==> src/rtl/rll_key_loader.sv <==
`default_nettype none
// ============================================================================
//  Module   : rll_key_loader
//  Brief    : Serial key-provisioning front end for RLL16 locked cores.
//             Shifts in a key LSB first with an even-parity bit. Only a key
//             whose parity checks is driven onto key_out. Consecutive failed
//             loads are counted, and too many of them latch a permanent
//             lockout.
//  Revision : 1.0 - initial release
// ============================================================================
module rll_key_loader #(
  parameter int KEY_WIDTH = 16,
  parameter int MAX_FAILS = 3,
  parameter int TIMEOUT   = 255,
  parameter int FAIL_W    = $clog2(MAX_FAILS + 1)
) (
  input  logic                 clk,
  input  logic                 rst_n,
  input  logic                 load_start,
  input  logic                 key_valid,
  input  logic                 key_bit,
  output logic                 key_ready,
  input  logic                 key_clear,
  output logic [KEY_WIDTH-1:0] key_out,
  output logic                 key_armed,
  output logic                 load_err,
  output logic [FAIL_W-1:0]    fail_cnt,
  output logic                 lockout
);

  localparam int BC_W = $clog2(KEY_WIDTH + 1);
  localparam int IC_W = $clog2(TIMEOUT + 1);
  localparam int SI_W = (KEY_WIDTH > 1) ? $clog2(KEY_WIDTH) : 1;

  localparam logic [BC_W-1:0]   C_KEY_BITS = BC_W'(KEY_WIDTH);
  localparam logic [IC_W-1:0]   C_TIMEOUT  = IC_W'(TIMEOUT);
  localparam logic [FAIL_W-1:0] C_MAX_FAIL = FAIL_W'(MAX_FAILS);

  typedef enum logic [2:0] {
    S_IDLE    = 3'd0,
    S_LOAD    = 3'd1,
    S_CHECK   = 3'd2,
    S_ARMED   = 3'd3,
    S_LOCKOUT = 3'd4
  } state_t;

  state_t                state_q, state_d;
  logic [BC_W-1:0]       bit_cnt_q, bit_cnt_d;
  logic [IC_W-1:0]       idle_cnt_q, idle_cnt_d;
  logic [KEY_WIDTH-1:0]  shadow_q, shadow_d;
  logic                  parity_q, parity_d;
  logic [KEY_WIDTH-1:0]  key_out_q, key_out_d;
  logic                  key_armed_q, key_armed_d;
  logic                  key_ready_q, key_ready_d;
  logic                  load_err_q, load_err_d;
  logic [FAIL_W-1:0]     fail_cnt_q, fail_cnt_d;
  logic                  lockout_q, lockout_d;

  logic                  w_hs;
  logic                  w_fail;
  logic [FAIL_W-1:0]     w_fail_inc;

  assign w_hs       = key_valid & key_ready_q;
  assign w_fail_inc = (fail_cnt_q == C_MAX_FAIL) ? fail_cnt_q
                                                 : fail_cnt_q + FAIL_W'(1);

  // Next-state and registered-output logic for the load/check/arm sequence.
  always_comb begin
    state_d     = state_q;
    bit_cnt_d   = bit_cnt_q;
    idle_cnt_d  = idle_cnt_q;
    shadow_d    = shadow_q;
    parity_d    = parity_q;
    key_out_d   = key_out_q;
    key_armed_d = key_armed_q;
    load_err_d  = 1'b0;
    fail_cnt_d  = fail_cnt_q;
    lockout_d   = lockout_q;
    w_fail      = 1'b0;

    case (state_q)
      S_IDLE: begin
        if (load_start) begin
          state_d    = S_LOAD;
          bit_cnt_d  = '0;
          idle_cnt_d = '0;
          shadow_d   = '0;
        end
      end

      S_LOAD: begin
        // A restart wins over a timeout and over a same-cycle bit.
        if (load_start) begin
          bit_cnt_d  = '0;
          idle_cnt_d = '0;
          shadow_d   = '0;
        end else if (idle_cnt_q == C_TIMEOUT) begin
          w_fail = 1'b1;
        end else if (w_hs) begin
          idle_cnt_d = '0;
          if (bit_cnt_q == C_KEY_BITS) begin
            parity_d = key_bit;
            state_d  = S_CHECK;
          end else begin
            shadow_d[bit_cnt_q[SI_W-1:0]] = key_bit;
            bit_cnt_d = bit_cnt_q + BC_W'(1);
          end
        end else if (idle_cnt_q != C_TIMEOUT) begin
          idle_cnt_d = idle_cnt_q + IC_W'(1);
        end
      end

      S_CHECK: begin
        if ((^shadow_q ^ parity_q) == 1'b0) begin
          key_out_d   = shadow_q;
          key_armed_d = 1'b1;
          fail_cnt_d  = '0;
          state_d     = S_ARMED;
        end else begin
          w_fail = 1'b1;
        end
        shadow_d = '0;
      end

      S_ARMED: begin
        // The old key is withdrawn on the same edge that leaves ARMED.
        if (key_clear) begin
          key_out_d   = '0;
          key_armed_d = 1'b0;
          state_d     = S_IDLE;
        end else if (load_start) begin
          key_out_d   = '0;
          key_armed_d = 1'b0;
          bit_cnt_d   = '0;
          idle_cnt_d  = '0;
          shadow_d    = '0;
          state_d     = S_LOAD;
        end
      end

      S_LOCKOUT: begin
        lockout_d   = 1'b1;
        key_out_d   = '0;
        key_armed_d = 1'b0;
      end

      default: begin
        state_d     = S_IDLE;
        key_out_d   = '0;
        key_armed_d = 1'b0;
      end
    endcase

    // Shared failure path for parity errors and load timeouts.
    if (w_fail) begin
      load_err_d  = 1'b1;
      fail_cnt_d  = w_fail_inc;
      key_out_d   = '0;
      key_armed_d = 1'b0;
      shadow_d    = '0;
      if (w_fail_inc == C_MAX_FAIL) begin
        state_d   = S_LOCKOUT;
        lockout_d = 1'b1;
      end else begin
        state_d = S_IDLE;
      end
    end

    key_ready_d = (state_d == S_LOAD);
  end

  // State and output registers with synchronous active-low reset.
  always_ff @(posedge clk) begin
    if (!rst_n) begin
      state_q     <= S_IDLE;
      bit_cnt_q   <= '0;
      idle_cnt_q  <= '0;
      shadow_q    <= '0;
      parity_q    <= 1'b0;
      key_out_q   <= '0;
      key_armed_q <= 1'b0;
      key_ready_q <= 1'b0;
      load_err_q  <= 1'b0;
      fail_cnt_q  <= '0;
      lockout_q   <= 1'b0;
    end else begin
      state_q     <= state_d;
      bit_cnt_q   <= bit_cnt_d;
      idle_cnt_q  <= idle_cnt_d;
      shadow_q    <= shadow_d;
      parity_q    <= parity_d;
      key_out_q   <= key_out_d;
      key_armed_q <= key_armed_d;
      key_ready_q <= key_ready_d;
      load_err_q  <= load_err_d;
      fail_cnt_q  <= fail_cnt_d;
      lockout_q   <= lockout_d;
    end
  end

  assign key_out   = key_out_q;
  assign key_armed = key_armed_q;
  assign key_ready = key_ready_q;
  assign load_err  = load_err_q;
  assign fail_cnt  = fail_cnt_q;
  assign lockout   = lockout_q;

endmodule
`default_nettype wire

==> config.mk <==
export PLATFORM = sky130hd
export DESIGN_NAME = rll_key_loader
export DESIGN_NICKNAME = d
export VERILOG_FILES = /design/src/rtl/rll_key_loader.sv
export SDC_FILE = /design/constraint.sdc
export NUM_CORES = 1
export LEC_CHECK = 0
export BUFFER_PORTS_ARGS = -buffer_cell sky130_fd_sc_hd__buf_4
export CAP_MARGIN = 20
export CORE_MARGIN = 8
export CORE_UTILIZATION = 50
export CTS_CLUSTER_DIAMETER = 30
export DETAILED_ROUTE_END_ITERATION = 7
export GPL_TIMING_DRIVEN = 1
export MAX_ROUTING_LAYER = met4
export PLACE_DENSITY = 0.73
export SLEW_MARGIN = 10
export SYNTH_ARGS = -nofsm -noshare
export SYNTH_HDL_FRONTEND = slang
export SYNTH_SLANG_ARGS = --single-unit
export TNS_END_PERCENT = 100
==> constraint.sdc <==
create_clock -name clk -period 3.2 [get_ports clk]
set_input_delay 0.64 -clock clk [delete_from_list [all_inputs] [get_ports clk]]
set_output_delay 0.64 -clock clk [all_outputs]
set_load 0.01 [all_outputs]
* Word level (Yosys, flattened, before mapping)
Cells that the tools add are included.
Storage, ports and cells: ROM bits 0, RAM bits 0, logic and storage cells 108, flip-flop bits (word level) 55, latch bits 0, memories kept 0
Cells by class: shifts and indexed selects 0, multiplexer cells 54, reduce and logical (&&, ||, !) cells 14, divide/modulo/power cells 0, multiply operators 0, add/sub/neg operators 3, order comparisons 2, equal/unequal tests 18, bitwise operators 6
Operators by type and width (number):
- two-way mux 16 bit | 9
- case mux 16 bit (4 select lines) | 1
- two-way mux 8 bit | 6
- case mux 16 bit (3 select lines) | 1
- two-way mux 5 bit | 6
- two-way mux 3 bit | 9
- case mux 8 bit (3 select lines) | 1
- bitwise mux 16 bit | 1
- parity 16 bit | 1
- case mux 3 bit (5 select lines) | 1
- case mux 5 bit (3 select lines) | 1
- AND reduction 5 bit | 3
- != test 3 bit (second input constant) | 4
- two-way mux 1 bit | 11
- adder 8 x 1 -> 8 bit (second input constant) | 1
- equality test 8 bit (second input constant) | 1
- two-way mux 2 bit | 4
- != test 8 bit (second input constant) | 1
- equality test 3 x 1 -> 1 bit (second input constant) | 2
- equality test 3 x 2 -> 1 bit (second input constant) | 2
- != test 2 bit (second input constant) | 3
- adder 5 x 1 -> 5 bit (second input constant) | 1
- equality test 5 bit (second input constant) | 1
- < comparator 4 x 5 -> 1 bit (second input constant) | 1
- 20 further kinds | 25

* Depth between registers and ports, before layout
depth in word-level cells 10, mapped depth 9

* Worst setup path before layout
Ideal clock, no wire load.
path type input port to flip-flop, from input port load_start, to register idle_cnt_q[5], data arrival time 2.473 ns, path slack 0.596 ns, cell stages on the path 9, buffers on the path 2, cells stage by stage clkbuf_1 > or4b_1 > buf_2 > nor4_4 > a211oi_2 > and3_1 > nand4_1 > xor2_1 > nor2_1
Between the ends: longest elaborated chain between the ends 3, elaborated cells between the ends (all ways) 7, classes of those cells eq/ne (2); mux (4); reduce/logical (1)
Ends and longest elaborated chain:
- start, declared | line 19 | input logic load_start,
- two-way mux 8 bit (2 in series)
- case mux 8 bit (3 select lines) | line 81 | case (state_q)
- end signal, assigned | line 189 | idle_cnt_q <= idle_cnt_d;
- end, declared | line 49 | logic [IC_W-1:0] idle_cnt_q, idle_cnt_d;
Several ways; a longest one is shown, not always the timed one. The select of a mux whose other input is x is not followed. A chain may end at the register's enable or synchronous reset.

* Worst setup path after layout
from register state_q[2], to register idle_cnt_q[5]
Between the ends: longest elaborated chain between the ends 3, elaborated cells between the ends (all ways) 9, classes of those cells eq/ne (5); mux (1); reduce/logical (3)
Ends and longest elaborated chain:
- start, declared | line 47 | state_t state_q, state_d;
- start signal, assigned | line 187 | state_q <= state_d;
- equality test 3 x 1 -> 1 bit (tied with other cells) | line 81
- != test 4 bit (no source line) (tied with other cells)
- AND reduction 4 bit (no source line)
Several ways; a longest one is shown, not always the timed one.

==> reports/qor.txt <==
status: complete, no violations
initial antenna violation count: 0
layout cells sized above 1: 0.152
fmax: 0.415 GHz
vias in the first global route: 2591
Synth Instances: 371
worst skew pair latency: 0.31 ns
Slowest-stage cell, CP: or4b_1
Max FO, Critical Path: 15
Hold Vio Cnt, Final: 0
total track usage: 0.170
cell area after synthesis: 3100 um2
CTS root buf: clkbuf_8
Avg Cell Area, Syn: 8.37 um2
Min-Delay Path Class: reg2reg
detailed placement HPWL: 5040 um
synth-to-layout area growth: 10.4%
num rows: 28
initial drt markers: 171
post-route minimum period: 2.41 ns
Adder-Cell Fraction of Synth Area: 0.0202
CP Buf/Inv Count: 0
sequential share of power: 0.607
flops & latches, synth: 55
period utilization: 0.753
GPL Wtd Cong: 0.863
Syn Nets: 382
cell area after layout: 3430 um2
Core Region: 5960 um2
Rel. slew slack: 0.586
critical path's largest stage delay: 0.64 ns
CP Launch Type: register
CTS buffer count: 5
final setup violation count: 0
synth warn: 0
CP top delay family: simple AND/OR/NAND/NOR gates
critical-path cell list: or4b_1, nor4_4, a211oi_2, and3_1, nand4_1, xor2_1, nor2_1
Routed WL: 7080 um
WS Path Type: reg2reg
Setup Buffers After CTS: 0
Via Count: 2748
WL/cell: 15.3 um
most frequent cells in the layout: dfxtp_1, nand3_1, nor2_1
Req. time, crit path: 3.39 ns
CTS tree: yes
max-cap viol count: 0
largest net degree at the start of global routing: 37
Synth Area in Compound Gates: 0.197
Logic pwr share: 0.077
Main synth FF type: dfxtp_1
Die ar.: 8990 um2
CTS Hold Bufs: 0
most common cell after layout, fill and taps aside: dfxtp_1
clock skew: 0.00743 ns
multiplexer share of the synthesized area: 0.0689
Sw Share: 0.240
clock share of power: 0.316
power consumption: 1.14 mW
CTS H-Tree Depth: 2
I/O Pins: 28
drt pass-1 iters: 4
CTS Sinks: 55
most area-consuming cells after synthesis: dfxtp_1, nand3_1, mux2i_1
Least-Margin Pin Slew: 0.617 ns
Synth area leader: dfxtp_1
maximum VDD drop: 0.190 mV
PwrDens: 333 nW/um2
die height: 94.8 um
synth unique cells: 44
Max Transition Viols Final: 0
first-pass GRT wire length: 12100 um
clk slew on worst S/H paths: 0.09 ns
Die Width: 94.8 um
# diodes: 0
Routed Antenna Nets: 0
RSZ-0062 raised after global routing: no
cts repair resizes: 0
Post-DP Area: 3360 um2
CTS Buffer Depth: 2
starting density of the core: 0.521
largest family of logic cells by synthesized area: simple AND/OR/NAND/NOR gates
Synth Area in XOR/XNOR: 0.0875
post-synth top area share: 0.355
CP Capture Type: register
Port Buf Inserts: 27
nets@finish: 400
detailed-route DRC error count: 0
simple-gate area share of the yosys netlist: 0.229
sequential-to-total area share from yosys stat: 0.355
FFs w/ async S/R, synth: 0
Power Internal: 867 uW
Post-synth EDFFs: 0
GR Overflow Total: 0
Lkg Pwr: 1.26 nW
switching power: 275 uW
worst path arrival time: 2.60 ns
setup TNS: 0 ns
vias per cell: 5.94
[registers in the layout, indices dropped and copies added, names as in the netlist]
name        cells
state_q         3
fail_cnt        2
key_ready       1
parity_q        1
key_out        16
shadow_q       16
bit_cnt_q       5
idle_cnt_q      8
key_armed       1
lockout         1
load_err        1
[layout make-up]
type | instances | area, um2
multi-input combinational | 286 | 1870
inverter | 6 | 22.5
clock buffer | 6 | 72.6
sequential | 55 | 1100
tap | 75 | 93.8
timing repair buffer | 35 | 267
fill | 561 | 2530
[worst register-to-register path, cell delays in order, from the launching register on]
cell,delay [ns]
dfxtp_1,0.47
or4b_1,0.65
nor4_4,0.43
a211oi_2,0.18
and3_1,0.27
nand4_1,0.12
xor2_1,0.15
nor2_1,0.05
[kinds of logic (layout without fill, tap and decap cells)]
| logic type | count (synthesis) | after routing |
|---|---|---|
| compound gates | 88 | 88 |
| xor+xnor | 28 | 28 |
| fa+ha+maj | 5 | 5 |
| buf+inv | 30 | 47 |
| flops | 55 | 55 |
| mux | 21 | 21 |
| simple gates | 144 | 144 |
[synth_stat cells, types with 2 or more instances]
| master | count |
|---|---|
| dfxtp_1 | 55 |
| nand3_1 | 42 |
| nor2_1 | 38 |
| a21oi_1 | 33 |
| o21ai_0 | 23 |
| nand2_1 | 22 |
| mux2i_1 | 20 |
| clkbuf_1 | 15 |
| xnor2_1 | 14 |
| xor2_1 | 12 |
| nor2b_1 | 11 |
| a221oi_2 | 10 |
| and3_1 | 7 |
| nor3_1 | 7 |
| a221oi_1 | 6 |
| inv_1 | 6 |
| ha_1 | 5 |
| nand4_1 | 5 |
| a31oi_1 | 4 |
| buf_1 | 3 |
| buf_4 | 3 |
| nand2b_1 | 3 |
| a31o_2 | 2 |
| and2_0 | 2 |
| and2_1 | 2 |
| buf_2 | 2 |
| or3_1 | 2 |
[layer usage]
| metal | wire [um] | part of all wire | vias to the layer above | track usage |
|---|---|---|---|---|
| met1 | 3250 | 0.46 | 1314 | 0.200 |
| met2 | 3450 | 0.49 | 60 | 0.283 |
| met4 | 76 | 0.011 | 0 | 0.0585 |
| li1 | - | - | 1368 | - |
| met3 | 307 | 0.043 | 6 | 0.0310 |
| met5 | 0 | 0 | - | - |
[power by group through the flow]
stage | clock network, mW | registers [mW] | logic [mW]
finish | 0.361 | 0.693 | 0.0881
global route | 0.401 | 0.694 | 0.0970
CTS | 0.376 | 0.693 | 0.0882
detailed placement | 0 | 0.709 | 0.0876
global placement | 0 | 0.709 | 0.0865
floorplan | 0 | 0.708 | 0.0654
[path summary, 6_finish.rpt]
check                   start       endpoint  slack (ns)  cells past startpoint
setup / recovery   state_q[2]  idle_cnt_q[5]        0.79                      7
hold / removal    fail_cnt[0]    fail_cnt[0]        0.48                      2
hold reg to reg   fail_cnt[0]    fail_cnt[0]        0.48                      2
setup reg to reg   state_q[2]  idle_cnt_q[5]        0.79                      7
[stage by stage]
step           instances  worst slack, ns  utilization  hold WS (ns)
2_1_floorplan        371            0.596            -         0.472
3_3_place_gp         456            0.598        0.562         0.465
3_5_place_dp         457            0.535        0.563         0.470
4_1_cts              463            0.786        0.576         0.486
5_1_grt              463            0.612        0.576         0.514
6_report             463            0.789        0.576         0.480
No activity file was read; power rests on OpenSTA's default activity.
